`src/rtl/seg_scan_driver_pkg.sv`:
```
// Shared glyph constants and leading-zero helper for the 7-segment scan driver.
// All glyphs are active-low, bit order gfedcba.
package seg_pkg;

  localparam logic [6:0] SEG_0    = 7'b1000000;
  localparam logic [6:0] SEG_1    = 7'b1111001;
  localparam logic [6:0] SEG_2    = 7'b0100100;
  localparam logic [6:0] SEG_3    = 7'b0110000;
  localparam logic [6:0] SEG_4    = 7'b0011001;
  localparam logic [6:0] SEG_5    = 7'b0010010;
  localparam logic [6:0] SEG_6    = 7'b0000010;
  localparam logic [6:0] SEG_7    = 7'b1111000;
  localparam logic [6:0] SEG_8    = 7'b0000000;
  localparam logic [6:0] SEG_9    = 7'b0010000;
  localparam logic [6:0] SEG_A    = 7'b0001000;
  localparam logic [6:0] SEG_B    = 7'b0000011;
  localparam logic [6:0] SEG_C    = 7'b1000110;
  localparam logic [6:0] SEG_D    = 7'b0100001;
  localparam logic [6:0] SEG_E    = 7'b0000110;
  localparam logic [6:0] SEG_F    = 7'b0001110;
  localparam logic [6:0] SEG_DASH = 7'b0111111;
  localparam logic [6:0] SEG_OFF  = 7'h7F;

  // Upper bound on display width handled by the helper below.
  localparam int MAX_DIGITS = 32;

  // Leading-zero suppression mask: bit i set when digit i and every digit
  // above it carry code 0 with no decimal point. Digit 0 is never set.
  function automatic logic [MAX_DIGITS-1:0] lz_mask(
    input logic [4*MAX_DIGITS-1:0] bcd,
    input logic [MAX_DIGITS-1:0]   dp,
    input int                      n_digits
  );
    logic                  run;
    logic [MAX_DIGITS-1:0] m;
    m   = '0;
    run = 1'b1;
    for (int i = MAX_DIGITS - 1; i >= 1; i--) begin
      if (i < n_digits) begin
        run  = run & (bcd[4*i +: 4] == 4'd0) & ~dp[i];
        m[i] = run;
      end
    end
    return m;
  endfunction

endpackage

```
`src/rtl/seg_scan_driver_decode.sv`:
```
// Combinational 4-bit code to active-low 7-segment glyph decoder.
module seg_decode
  import seg_pkg::*;
#(
  parameter int HEX_MODE = 0
) (
  input  logic [3:0] code,
  output logic [6:0] seg
);

  // Glyph lookup; codes above 9 become hex letters or a dash.
  always_comb begin
    seg = SEG_DASH;
    case (code)
      4'h0: seg = SEG_0;
      4'h1: seg = SEG_1;
      4'h2: seg = SEG_2;
      4'h3: seg = SEG_3;
      4'h4: seg = SEG_4;
      4'h5: seg = SEG_5;
      4'h6: seg = SEG_6;
      4'h7: seg = SEG_7;
      4'h8: seg = SEG_8;
      4'h9: seg = SEG_9;
      4'hA: seg = (HEX_MODE != 0) ? SEG_A : SEG_DASH;
      4'hB: seg = (HEX_MODE != 0) ? SEG_B : SEG_DASH;
      4'hC: seg = (HEX_MODE != 0) ? SEG_C : SEG_DASH;
      4'hD: seg = (HEX_MODE != 0) ? SEG_D : SEG_DASH;
      4'hE: seg = (HEX_MODE != 0) ? SEG_E : SEG_DASH;
      4'hF: seg = (HEX_MODE != 0) ? SEG_F : SEG_DASH;
      default: seg = SEG_DASH;
    endcase
  end

endmodule

```
`src/rtl/seg_scan_driver.sv`:
```
// Time-multiplexed N-digit common-anode 7-segment driver with blanking slot,
// leading-zero suppression, per-digit decimal point and per-digit blink.
module seg_scan_driver
  import seg_pkg::*;
#(
  parameter int N_DIGITS   = 4,
  parameter int SCAN_DIV   = 50000,
  parameter int BLINK_LOG2 = 5,
  parameter int HEX_MODE   = 0
) (
  input  logic                  Clk,
  input  logic                  Rst_n,
  input  logic                  En,
  input  logic                  Load,
  input  logic [4*N_DIGITS-1:0] Bcd,
  input  logic [N_DIGITS-1:0]   Dp,
  input  logic [N_DIGITS-1:0]   Blink_mask,
  input  logic                  Blank_lz,
  output logic [6:0]            Seg,
  output logic                  Dp_n,
  output logic [N_DIGITS-1:0]   An
);

  localparam int CNT_W = $clog2(SCAN_DIV);
  localparam int IDX_W = $clog2(N_DIGITS);
  localparam int FRM_W = (BLINK_LOG2 < 1) ? 1 : BLINK_LOG2;
  localparam int BCD_W = 4 * MAX_DIGITS;
  localparam logic [N_DIGITS-1:0] AN_ONE = 1;

  logic [4*N_DIGITS-1:0]        bcd_q;
  logic [N_DIGITS-1:0]          dp_q;
  logic [N_DIGITS-1:0]          blink_q;
  logic                         blz_q;

  logic [CNT_W-1:0]             cnt;
  logic [IDX_W-1:0]             idx;
  logic                         blank;
  logic [FRM_W-1:0]             frm_cnt;
  logic                         phase;

  logic                         slot_end;
  logic                         idx_last;
  logic                         frm_wrap;
  logic [N_DIGITS-1:0]          supp;
  logic [N_DIGITS-1:0][6:0]     glyph;
  logic                         lit;
  logic [6:0]                   seg_nxt;
  logic                         dp_n_nxt;
  logic [N_DIGITS-1:0]          an_nxt;

  assign slot_end = (cnt == CNT_W'(SCAN_DIV - 1));
  assign idx_last = (idx == IDX_W'(N_DIGITS - 1));
  assign frm_wrap = (BLINK_LOG2 == 0) || (frm_cnt == '1);

  // Latch the display word on the load strobe.
  always_ff @(posedge Clk or negedge Rst_n) begin
    if (!Rst_n) begin
      bcd_q   <= '0;
      dp_q    <= '0;
      blink_q <= '0;
      blz_q   <= 1'b0;
    end else if (Load) begin
      bcd_q   <= Bcd;
      dp_q    <= Dp;
      blink_q <= Blink_mask;
      blz_q   <= Blank_lz;
    end
  end

  // Slot timer, digit index, frame counter and blink phase.
  always_ff @(posedge Clk or negedge Rst_n) begin
    if (!Rst_n) begin
      cnt     <= '0;
      idx     <= '0;
      blank   <= 1'b0;
      frm_cnt <= '0;
      phase   <= 1'b0;
    end else begin
      blank <= slot_end;
      if (slot_end) begin
        cnt <= '0;
        if (idx_last) begin
          idx     <= '0;
          frm_cnt <= frm_cnt + FRM_W'(1);
          if (frm_wrap) phase <= ~phase;
        end else begin
          idx <= idx + IDX_W'(1);
        end
      end else begin
        cnt <= cnt + CNT_W'(1);
      end
    end
  end

  // One decoder per digit; the scan index selects which glyph reaches the pins.
  for (genvar g = 0; g < N_DIGITS; g++) begin : g_dec
    seg_decode #(.HEX_MODE(HEX_MODE)) u_dec (
      .code (bcd_q[4*g +: 4]),
      .seg  (glyph[g])
    );
  end

  assign supp = N_DIGITS'(lz_mask(BCD_W'(bcd_q), MAX_DIGITS'(dp_q), N_DIGITS))
                & {N_DIGITS{blz_q}};

  assign lit = En && !blank && !(blink_q[idx] && phase) && !supp[idx];

  // Next pin values: the selected digit when lit, all-off otherwise.
  always_comb begin
    seg_nxt  = SEG_OFF;
    dp_n_nxt = 1'b1;
    an_nxt   = '1;
    if (lit) begin
      seg_nxt  = glyph[idx];
      dp_n_nxt = ~dp_q[idx];
      an_nxt   = ~(AN_ONE << idx);
    end
  end

  // Registered pins, one cycle behind the scan index.
  always_ff @(posedge Clk or negedge Rst_n) begin
    if (!Rst_n) begin
      Seg  <= SEG_OFF;
      Dp_n <= 1'b1;
      An   <= '1;
    end else begin
      Seg  <= seg_nxt;
      Dp_n <= dp_n_nxt;
      An   <= an_nxt;
    end
  end

endmodule

```
`config.mk`:
```
export PLATFORM = sky130hd
export DESIGN_NAME = seg_scan_driver
export DESIGN_NICKNAME = d
export VERILOG_FILES = /design/src/rtl/seg_scan_driver_pkg.sv /design/src/rtl/seg_scan_driver_decode.sv /design/src/rtl/seg_scan_driver.sv
export SDC_FILE = /design/constraint.sdc
export NUM_CORES = 1
export LEC_CHECK = 0
export BUFFER_PORTS_ARGS = -buffer_cell sky130_fd_sc_hd__buf_4
export CAP_MARGIN = 20
export CORE_UTILIZATION = 58
export DETAILED_ROUTE_END_ITERATION = 8
export PLACE_DENSITY = 0.87
export SLEW_MARGIN = 20
export SYNTH_ARGS = -nofsm -noshare
export SYNTH_HDL_FRONTEND = slang
export SYNTH_SLANG_ARGS = --single-unit
```
`constraint.sdc`:
```
create_clock -name Clk -period 2.3 [get_ports Clk]
set_input_delay 0.46 -clock Clk [delete_from_list [all_inputs] [get_ports Clk]]
set_output_delay 0.46 -clock Clk [all_outputs]
set_load 0.005 [all_outputs]
```
# == Word level (Yosys, flattened, before mapping) ==
# Memories as Yosys holds them, arrays and structs flattened.
# Index checks and enable logic that the tools add are counted.
# word_totals
regBits,62
latchBits,0
mem_bits_rw,0
romBits,448
input_bits,29
output_inout_bits,12
elab_cells,61
mem_count,4
# op_classes
addsub,3
n_mul,0
n_div,0
order_cmp,1
n_eq_ne,3
shifts,1
mux,13
n_bitwise,12
reduce_logical,12
# mem_list
memory,words,word_bits,read_ports,rd_clocked_by_memory_dff,write_ports,line_no,source
(no name shown),16,7,1,0,0,seg_scan_driver_decode.sv:14,case (code)
(no name shown),16,7,1,0,0,seg_scan_driver_decode.sv:14,
(no name shown),16,7,1,0,0,seg_scan_driver_decode.sv:14,
(no name shown),16,7,1,0,0,seg_scan_driver_decode.sv:14,
# op_table
cell,count
$add 16x1->16 const B,1
$eq 16x16->1 const B,1
$mux 16,1
$bmux 7 s2,1
$mux 7,2
$logic_not 4->1,3
$bmux 1 s2,3
$add 5x1->5 const B,1
$and 1x1->1,5
$eq 5x5->1 const B,1
$not 1->1,5
$and 4x4->4,1
$logic_and 1x1->1,4
$mux 1,4
$mux 4,1
$not 4->4,1
$shl 1x2->4 const A,1
$logic_not 1->1,3
$lt 2x3->1 const B,1
$reduce_and 3->1,1
$add 2x1->2 const B,1
$eq 2x2->1 const B,1
$mux 2,1
$reduce_and 2->1,1

# == Longest topological paths before layout ==
# Gate-level depths: netlist of run 1.
# depth
depth_word,12
ltp_mapped,7
depth_no_buf,6

# == Modules after synthesis ==
# A second synthesis of run 1 with hierarchy kept.
# unflattened
cells_unflattened,338
area_unflattened_um2,3766.1
# by_module_without_submodules
mod,instances,cells_per_inst,area_per_inst_um2,seq_area_each_um2
seg_scan_driver,1,214,2805.2,1566.5
seg_decode,4,31,240.2,0.0

# == Worst setup path before layout of run 1 ==
# OpenSTA, ideal clock, no wires.
# synth_timing
kind,register -> register
start,reg bcd_q[9]
end,reg Seg[4]
setup_time_ns,0.091
arrival_time_ns,1.576
required_ns,2.209
path_slack_ns,0.633
path_stages_with_launch,8
n_path_buf,1
period_less_slack_ns,1.667
path_cell_list,dfrtp_1 > inv_1 > ha_1 > nor4b_2 > a21oi_1 > o41a_4 > buf_6 > o31ai_1
# synth_via
elab_chain_len,11
elab_cells_between_ends,14
classes_between,5 x mux; 5 x bitwise; 3 x reduce/logical; 1 x memory
# synth_lines
element,line_no,source
from (decl),seg_scan_driver.sv:30,logic [4*N_DIGITS-1:0] bcd_q;
from (signal assigned),seg_scan_driver.sv:58,bcd_q <= '0;
from (signal assigned),seg_scan_driver.sv:63,bcd_q <= Bcd;
$logic_not 4->1,seg_scan_driver_pkg.sv:40,run = run & (bcd[4*i +: 4] == 4'd0) & ~dp[i];
$and 1x1->1 (4 in series),seg_scan_driver_pkg.sv:40,
$and 4x4->4,seg_scan_driver.sv:104,& {N_DIGITS{blz_q}};
$bmux 1 s2,seg_scan_driver.sv:106,assign lit = En && !blank && !(blink_q[idx] && phase) && !supp[idx];
$mux 1 (implied by the code),seg_scan_driver.sv:106,
$logic_not 1->1,seg_scan_driver.sv:106,
$logic_and 1x1->1,seg_scan_driver.sv:106,
$mux 7 (*),seg_scan_driver.sv:113,if (lit) begin
via seg_nxt[4],seg_scan_driver.sv:47,logic [6:0] seg_nxt;
to (signal assigned),seg_scan_driver.sv:127,Seg <= seg_nxt;
to (decl),seg_scan_driver.sv:19,"output logic [6:0] Seg,"
# The timed path passes the listed nets; every way through them passes the cells marked *. The select of a mux whose other input is x is not followed.
# A chain may end at the register's enable or synchronous reset.

# == Worst setup path in the final report of run 1 ==
# layout_timing
start,reg bcd_q[9]
end,reg Seg[2]
# Same word-level chain as after synthesis.

==> flow_summary.toml, run 1 <==
[outcome]
outcome = "finished clean"

[sta]
fin_skew_ns = 0.005549
period_needed_ns = 1.837
finalCritPeriodShare_pct = 79.88
setup_violations = 0
worst_pin_slew_ns = 0.7607
hold_ws_ns = 0.1864
hold_viol_final = 0
fmax_ghz = 0.5443
rsz0062_at_grt = "no"
maxSlewViolCount = 0
slew_headroom_pct = 49.29
fin_setup_tns_ns = 0

[clocking]
ctsResizeCount = 0
cts_buffers = 9
clk_pin_slew_ns = 0.07
cts_tree = "yes"
clockBufferDepth = 2
htreeDepth = 3
cts_sinks = 62
clock_latency_ns = 0.34
cts-root-buf = "clkbuf_8"
post-cts-setup-buffers = 0
cts_hold_buf = 0

[routing]
dr_total_vias = 2525
drtPass1Iterations = 4
routed_wl_mm = 6.939
vias_per_cell = 5.872
first_iter_violations = 174
ant_nets = 0
wl_per_cell_um = 16.14
drc = 0

[hold_path]
min_path_type = "in2async"

[pwr]
finalPower_mw = 2.401
power_frac_seq_pct = 51.1
swShare_pct = 26.51
p_int_mw = 1.764
switchingPower_mw = 0.6364
power_frac_comb_pct = 12.5
leakage_nw = 1.741
clockPowerShare_pct = 36.3
ir_worst_vdd_uv = 387.6
pwr_density_cell_nw_per_um2 = 617.4

[placed_design]
hpwl_mm = 4.853
place_area_um2 = 3710
io_buffers = 40
gp_congestion = 0.8997

[global_routing]
grt_pass1_wl_mm = 11.92
grt_max_degree = 63
antenna_found_initial = 0
grt_usage_pct = 25.61
overflow = 0
grt_pass1_vias = 2502

[floorplanning]
core_region_area_um2 = 5574
dieArea_um2 = 6140
die_h_um = 78.36
num_rows = 27
fp.dieW_um = 78.36
ios = 41
start_util_pct = 60.67

[setup_path]
path_buf_inv = 1
endpoint_kind = "register"
endpoint = "Seg[2]"
critPathArrivalTime_ns = 2.09
reg2reg_depth = 6
startpoint_type = "register"
cpLargestDelayFamily = "compound AO/OA/AOI/OAI gates"
slowest_delay_ns = 0.55
required_ns = 2.55
worstSetupPathType = "reg2reg"
worstPathCellList = "inv_1, ha_1, nor4b_2, a21oi_1, o41a_4, o21ai_0"
rrSetupSlack_ns = 0.46
rr_startpoint = "bcd_q[9]"
reg2reg_to = "Seg[2]"
crit_slowest_cell = "o41a_4"
cp_max_fo = 12
cp-startpoint = "bcd_q[9]"
critical_path_depth = 6

[layout]
multi_input_comb_area_um2 = 1678
num-nets-final = 406
stdcell_area_um2 = 3889
area_growth_pct = 14.98
antenna_cells = 0
drive_gt1_share_pct = 27.37
nFillCells = 426
final_util_pct = 69.76
seq_area_um2 = 1567

[synthesis]
synthFlopType = "dfrtp_1"
syn-num-nets = 368
yosys_warnings = 0
async_flop_share_pct = 100.0
netlist.top_cell.by_area = "dfrtp_1"
synth_cells = 315
synthTopCellsByCount = "50 x dfrtp_1, 27 x nand2_1, 24 x ha_1"
synth_most_common_cell = "dfrtp_1"
synth_top_cell_area_share_pct = 37.00
synth_area_leaders = "dfrtp_1 37%, dfstp_2 9.3%, ha_1 8.9%"
ys_seq_area_share_pct = 46.32
netlist_area_um2 = 3382
synth_edf_count = 0
synth_cell_types = 51
ys_ff_latch = 62
synth.avg_cell_area_um2 = 10.74

[job]
max_cap_viol_count = 0
==> final cells by class <==
type	instances	area share (%)
well taps	72	2.317
repair buffers	42	8.108
inverters	16	1.544
flip-flops and latches	62	40.28
clock inverters	3	0.5148
clock buffers	13	4.086
multi-input cells	222	43.15
==> routing by layer <==
layer  vias up  track usage, %  part of all wire (%)
li1       1186               -                     -
met1      1220           34.77                    45
met2        94           39.39                    46
met3        25           4.767                   5.5
met4         0           12.96                   2.9
met5         -               0                     0
==> power by group through the flow <==
stage | combinational (mW) | sequential (mW) | clock, mW
2_1_floorplan | 0.204 | 1.21 | 0
3_3_place_gp | 0.289 | 1.24 | 0
3_5_place_dp | 0.301 | 1.25 | 0
4_1_cts | 0.304 | 1.23 | 0.880
5_1_grt | 0.337 | 1.24 | 0.932
6_report | 0.301 | 1.23 | 0.872
==> how the worst min path moves through the flow <==
stage / from / to / slack [ns]
finish: Rst_n / bcd_q[6] / 0.19
global placement: cnt[0] / cnt[0] / 0.43
floorplan: Rst_n / bcd_q[0] / 0.16
detailed placement: frm_cnt[3] / frm_cnt[3] / 0.46
CTS: Rst_n / bcd_q[1] / 0.21
global route: Rst_n / bcd_q[1] / 0.26
==> per-stage QoR <==
step,cells,worst slack [ns]
final,430,0.4629
after global routing,430,0.3620
after CTS,430,0.4752
after detailed placement,414,0.4958
after global placement,414,0.6060
after floorplan,315,0.6333
==> cell families after synthesis <==
kind of cell	after synthesis	synth area share, %
XOR/XNOR	16	4.143
multiplexers	24	8.472
flip-flops	62	46.32
AND/OR/NAND/NOR	98	15.98
adder cells (fa/ha/maj)	24	8.879
buffers and inverters	31	4.069
AO/OA/AOI/OAI	60	12.14
==> cell usage in the layout, fill, tap and decap left out, types with 3 or more instances in the layout <==
master     n
dfrtp_1   50
buf_4     42
nand2_1   27
ha_1      24
o21ai_0   21
mux2_2    17
nor2_1    15
inv_1     15
nand2b_1  14
dfstp_2   12
nand4_1   11
clkbuf_8  11
xnor2_1   10
a21oi_1    9
and3_1     8
nand3_1    6
xor2_1     6
a211oi_1   5
mux2i_1    5
o32ai_1    4
nor2b_1    3
o211ai_1   3
a221oi_1   3
==> registers in the layout (all words and copies together) (netlist names), 2 cells and up <==
| register | cells |
|---|---|
| dp_q | 4 |
| idx | 2 |
| bcd_q | 16 |
| frm_cnt | 5 |
| blink_q | 4 |
| Seg | 7 |
| cnt | 16 |
| An | 4 |
No activity file was read; power rests on OpenSTA's default activity.
==> run 2: changes to the inputs <==
CORE_UTILIZATION = 52   (was 58)
PLACE_DENSITY = 0.82   (was 0.87)
clock period = 1.59 ns   (was 2.3 ns; I/O delays follow)
==> run 2 against run 1 <==
Against the previous run:
- the run now ends with setup timing left
- core utilization rose by 0.13 points
- clock-buffer cell count is 4 lower
- worst setup slack got worse by 0.57 ns
- sequential power rose by 41%
- clock skew rose by 0.0065 ns
- combinational power increased by 110%
- maximum frequency grew 8.0%
- die area grew 11%
- final area is 13% higher
- hold slack got worse by 0.016 ns
- critical path type unchanged
- largest cell class unchanged
- largest power group unchanged
==> flow_summary.toml, run 2 (synthesized netlist as in run 1, its figures left out) <==
[setup_path]
rr_startpoint = "bcd_q[4]"
critPathArrivalTime_ns = 1.96
endpoint = "Seg[4]"
worstSetupPathType = "reg2reg"
crit_slowest_cell = "o41a_4"
reg2reg_depth = 6
cp_max_fo = 6
endpoint_kind = "register"
cp-startpoint = "bcd_q[4]"
startpoint_type = "register"
required_ns = 1.85
slowest_delay_ns = 0.54
worstPathCellList = "inv_2, ha_4, nand2b_4, o31a_1, o41a_4, o31ai_4"
reg2reg_to = "Seg[4]"
rrSetupSlack_ns = -0.11

[layout]
antenna_cells = 0
final_common_cell = "buf_4"
largestRegisters = "bcd_q (16), cnt (16), Seg (7)"
layoutNonFillerInstCount = 476
stdcell_area_um2 = 4413
area_growth_pct = 30.48
drive_gt1_share_pct = 40.60
nFillCells = 448
num-nets-final = 447
layout_common_cells = "80 x buf_4, 49 x dfrtp_1, 24 x nand2_1"

[floorplanning]
core_region_area_um2 = 6314
num_rows = 29
fp.dieW_um = 82.65
dieArea_um2 = 6830
start_util_pct = 53.57
ios = 41
die_h_um = 82.65

[sta]
hold_viol_final = 0
maxSlewViolCount = 0
fmax_ghz = 0.5880
period_needed_ns = 1.701
finalCritPeriodShare_pct = 107.0
fin_skew_ns = 0.01201
postLayoutSetupSlackWorst_ns = -0.1106
setup_violations = 12
hold_ws_ns = 0.1707
worst_pin_slew_ns = 0.6888
slew_headroom_pct = 53.96
rsz0062_at_grt = "yes"

[placed_design]
hpwl_mm = 5.495
gp_congestion = 0.9274
pre_cts_slack_ns = -0.01792
post-place-cells = 455
place_area_um2 = 4019
io_buffers = 40

[clocking]
cts_tree = "yes"
clk_pin_slew_ns = 0.07
cts_sinks = 62
clock_latency_ns = 0.35
htreeDepth = 3
cts_buffers = 9
cts-root-buf = "clkbuf_8"
clockBufferDepth = 2

[global_routing]
grt_usage_pct = 25.04
grt_pass1_vias = 2627
grt_max_degree = 37
grt_pass1_wl_mm = 12.43
antenna_found_initial = 0
overflow = 0

[pwr]
finalPower_mw = 4.089
switchingPower_mw = 1.036
swShare_pct = 25.34
clockPowerShare_pct = 42.0
power_frac_seq_pct = 42.6
pwr_density_cell_nw_per_um2 = 926.6
ir_worst_vdd_uv = 547.7
power_frac_comb_pct = 15.4
p_int_mw = 3.053
leakage_nw = 2.002

[hold_path]
min_path_type = "in2reg"

[routing]
first_iter_violations = 174
wl_per_cell_um = 16.78
drtPass1Iterations = 5
drc = 0
ant_nets = 0
routed_wl_mm = 7.988
vias_per_cell = 5.782
dr_total_vias = 2752

[outcome]
violations = "setup timing"
outcome = "finished with violations"

[job]
max_cap_viol_count = 0
run 2: cell types whose count changed in the layout (fill, tap and decap cells not counted), moves of 3 or more:
cell,delta
buf_4,+38
bufinv_16,+3
inv_1,-4
inv_2,+4
nand2_1,-3
nand2_2,+3
run 2: routing by layer:
metal | up-vias | share of wire (%) | track usage (%) | wire length (um)
met5 | - | 0 | 0 | 0
met3 | 19 | 6.2 | 5.934 | 496
li1 | 1277 | - | - | -
met4 | 0 | 2.1 | 10.34 | 170
met2 | 119 | 49 | 41.15 | 3932
met1 | 1337 | 42 | 31.55 | 3388
run 2: critical path, delay by kind of cell (launching register included):
kind	cells	cell delay, ns
buffers and inverters	1	0.09
AO/OA/AOI/OAI	3	0.92
adder cells (fa/ha/maj)	1	0.15
flip-flops	1	0.40
AND/OR/NAND/NOR	1	0.06
run 2: power by group through the flow:
stage	clock (mW)	sequential [mW]	combinational (mW)
global route	1.80	1.75	0.686
global placement	0	1.76	0.555
floorplan	0	1.76	0.302
detailed placement	0	1.77	0.574
CTS	1.73	1.74	0.590
finish	1.72	1.74	0.630
run 2: cell type report:
type                    instances  area, um^2  share of cell area [%]
multi-input cells             223        1813                   41.08
flip-flops and latches         62        1568                   35.53
clock buffers                   9       123.9                   2.807
inverters                      16       60.06                   1.361
clock inverters                 7       121.4                   2.750
well taps                      77       96.34                   2.183
repair buffers                 82       630.6                   14.29
run 2: timing repair:
item / in CTS / in global routing
hold buffers: 1 / 0
buffers inserted: 0 / 3
endpoints found under the hold margin: 18 / 0
endpoints found under the setup margin: 6 / 17
pin swaps: 0 / 5
cloned: 1 / 0
resized for setup: 3 / 22
run 2: how the worst min path moves through the flow:
stage               slack [ns]    from    endpoint  cells after the start
floorplan                 0.02   Rst_n    bcd_q[0]                      0
finish                    0.17  Bcd[0]    bcd_q[0]                      3
CTS                       0.16  Bcd[0]    bcd_q[0]                      3
detailed placement        0.28   Rst_n  frm_cnt[2]                      1
global placement          0.28   Rst_n  frm_cnt[0]                      1
global route              0.18  Bcd[0]    bcd_q[0]                      3
run 2: metrics by stage:
stage,utilization (%),TNS (ns)
global route,69.90,-1.557
finish,69.90,-1.056
detailed placement,63.65,-0.02900
floorplan,-,-0.02151
CTS,68.23,-0.01006
global placement,63.65,0
==> run 3: changes to the inputs <==
clock period = 1.5 ns   (was 1.59 ns; I/O delays follow)
==> run 3 against run 2 <==
Against the previous run:
- the run still ends with setup timing left
- die area unchanged
- maximum frequency increased by 4.0%
- final area increased by 4.2%
- final cell count increased by 4.0%
- via count increased by 5.9%
- clock-buffer cell count increased by 1
- combinational power increased by 8.7%
- register-to-register slack got worse by 0.02 ns
- sequential power increased by 6%
- core utilization increased by 2.9 points
- non-clock buffer count increased by 20
- sequential share of layout area decreased by 1.4 points
- critical endpoint unchanged
- highest routed layer unchanged
==> flow_summary.toml, run 3 (synthesized netlist as in run 1, its figures left out) <==
[routing]
routed_wl_mm = 8.919
first_iter_violations = 162
vias_per_cell = 5.885
ant_nets = 0
drtPass1Iterations = 5
drc = 0
wl_per_cell_um = 18.02
dr_total_vias = 2913

[clocking]
cts-root-buf = "clkbuf_8"
clock_latency_ns = 0.35
htreeDepth = 3
clockBufferDepth = 2
cts_sinks = 62
clk_pin_slew_ns = 0.08
cts_tree = "yes"
cts_buffers = 9

[layout]
area_growth_pct = 35.96
drive_gt1_share_pct = 44.98
final_common_cell = "buf_4"
final_util_pct = 72.83
antenna_cells = 0
num-nets-final = 467
nFillCells = 428
largestRegisters = "bcd_q (16), cnt (16), Seg (7)"
layout_common_cells = "95 x buf_4, 47 x dfrtp_1, 23 x nand2_1"

[sta]
finalCritPeriodShare_pct = 109.0
hold_viol_final = 0
fmax_ghz = 0.6118
worst_pin_slew_ns = 0.5291
rsz0062_at_grt = "yes"
maxSlewViolCount = 0
postLayoutSetupSlackWorst_ns = -0.1346
slew_headroom_pct = 63.81
fin_setup_tns_ns = -1.464
fin_skew_ns = 0.01601
hold_ws_ns = 0.1591
period_needed_ns = 1.635
setup_violations = 13

[floorplanning]
core_region_area_um2 = 6314
start_util_pct = 53.57
ios = 41
die_h_um = 82.65
num_rows = 29
dieArea_um2 = 6830
fp.dieW_um = 82.65

[setup_path]
startpoint_type = "register"
reg2reg_depth = 4
reg2reg_to = "Seg[4]"
endpoint_kind = "register"
worstSetupPathType = "reg2reg"
cp-startpoint = "idx[0]"
rr_startpoint = "idx[0]"
required_ns = 1.76
rrSetupSlack_ns = -0.13
endpoint = "Seg[4]"
critPathArrivalTime_ns = 1.90
cp_max_fo = 6

[pwr]
leakage_nw = 2.097
pwr_density_cell_nw_per_um2 = 878.5
ir_worst_vdd_uv = 943.4

[global_routing]
antenna_found_initial = 0
overflow = 0
grt_max_degree = 37
grt_pass1_wl_mm = 13.41
grt_usage_pct = 27.13
grt_pass1_vias = 2813

[placed_design]
gp_congestion = 0.9316
io_buffers = 40
hpwl_mm = 5.778

[outcome]
violations = "setup timing"
outcome = "finished with violations"

[hold_path]
min_path_type = "in2reg"
hp-start = "Bcd[0]"

[job]
max_cap_viol_count = 0
-- run 3: critical path: stages, from the launching register on --
cell and delay, ns:
dfrtp_2 0.44, mux4_2 0.58, a21oi_4 0.20, o41a_4 0.24
o31ai_2 0.08
-- run 3: timing repair --
item | CTS | global route
resized for setup | 11 | 24
setup endpoints to repair | 13 | 28
gates cloned | 1 | 0
hold buffers | 1 | 0
endpoints found under the hold margin | 17 | 0
pin swaps | 4 | 15
buffers inserted | 5 | 8
-- run 3: cell type report --
cell class,instances,area [um^2],share of cell area (%)
multi-input cells,223,1856,40.35
flip-flops and latches,62,1570,34.15
repair buffers,102,817.0,17.77
clock buffers,10,137.6,2.993
well taps,77,96.34,2.095
inverters,16,62.56,1.361
clock inverters,5,58.81,1.279
-- run 3: per-stage QoR --
step	power, mW	setup slack (ns)	std cells	area, um^2
after floorplan	2.182	-0.1115	315	3411
after global placement	2.471	-0.1049	465	4115
after detailed placement	2.498	-0.1346	465	4115
after CTS	4.016	-0.1050	487	4444
after global routing	4.205	-0.2075	495	4598
final	4.039	-0.1346	495	4598
-- run 3: metal layers --
| metal | share of wire, % | vias to the layer above | track usage (%) |
|---|---|---|---|
| met5 | 0 | - | 0 |
| met4 | 4.9 | 0 | 11.72 |
| met3 | 5.5 | 37 | 6.264 |
| met2 | 49 | 126 | 44.59 |
| met1 | 40 | 1430 | 34.06 |
| li1 | - | 1320 | - |
-- run 3: report_power, final --
part           switching, mW  total, mW  internal [mW]
clock network          0.703       1.51          0.806
logic                  0.331      0.685          0.354
registers             0.0676       1.85           1.78
-- run 3: worst min-delay path by stage --
stage          slack [ns]         end  cells after the start
5_1_grt              0.18    bcd_q[0]                      3
3_5_place_dp         0.26  frm_cnt[2]                      1
4_1_cts              0.16    bcd_q[0]                      3
2_1_floorplan       0.004    bcd_q[0]                      0
6_report             0.16    bcd_q[0]                      3
3_3_place_gp         0.26  frm_cnt[2]                      1
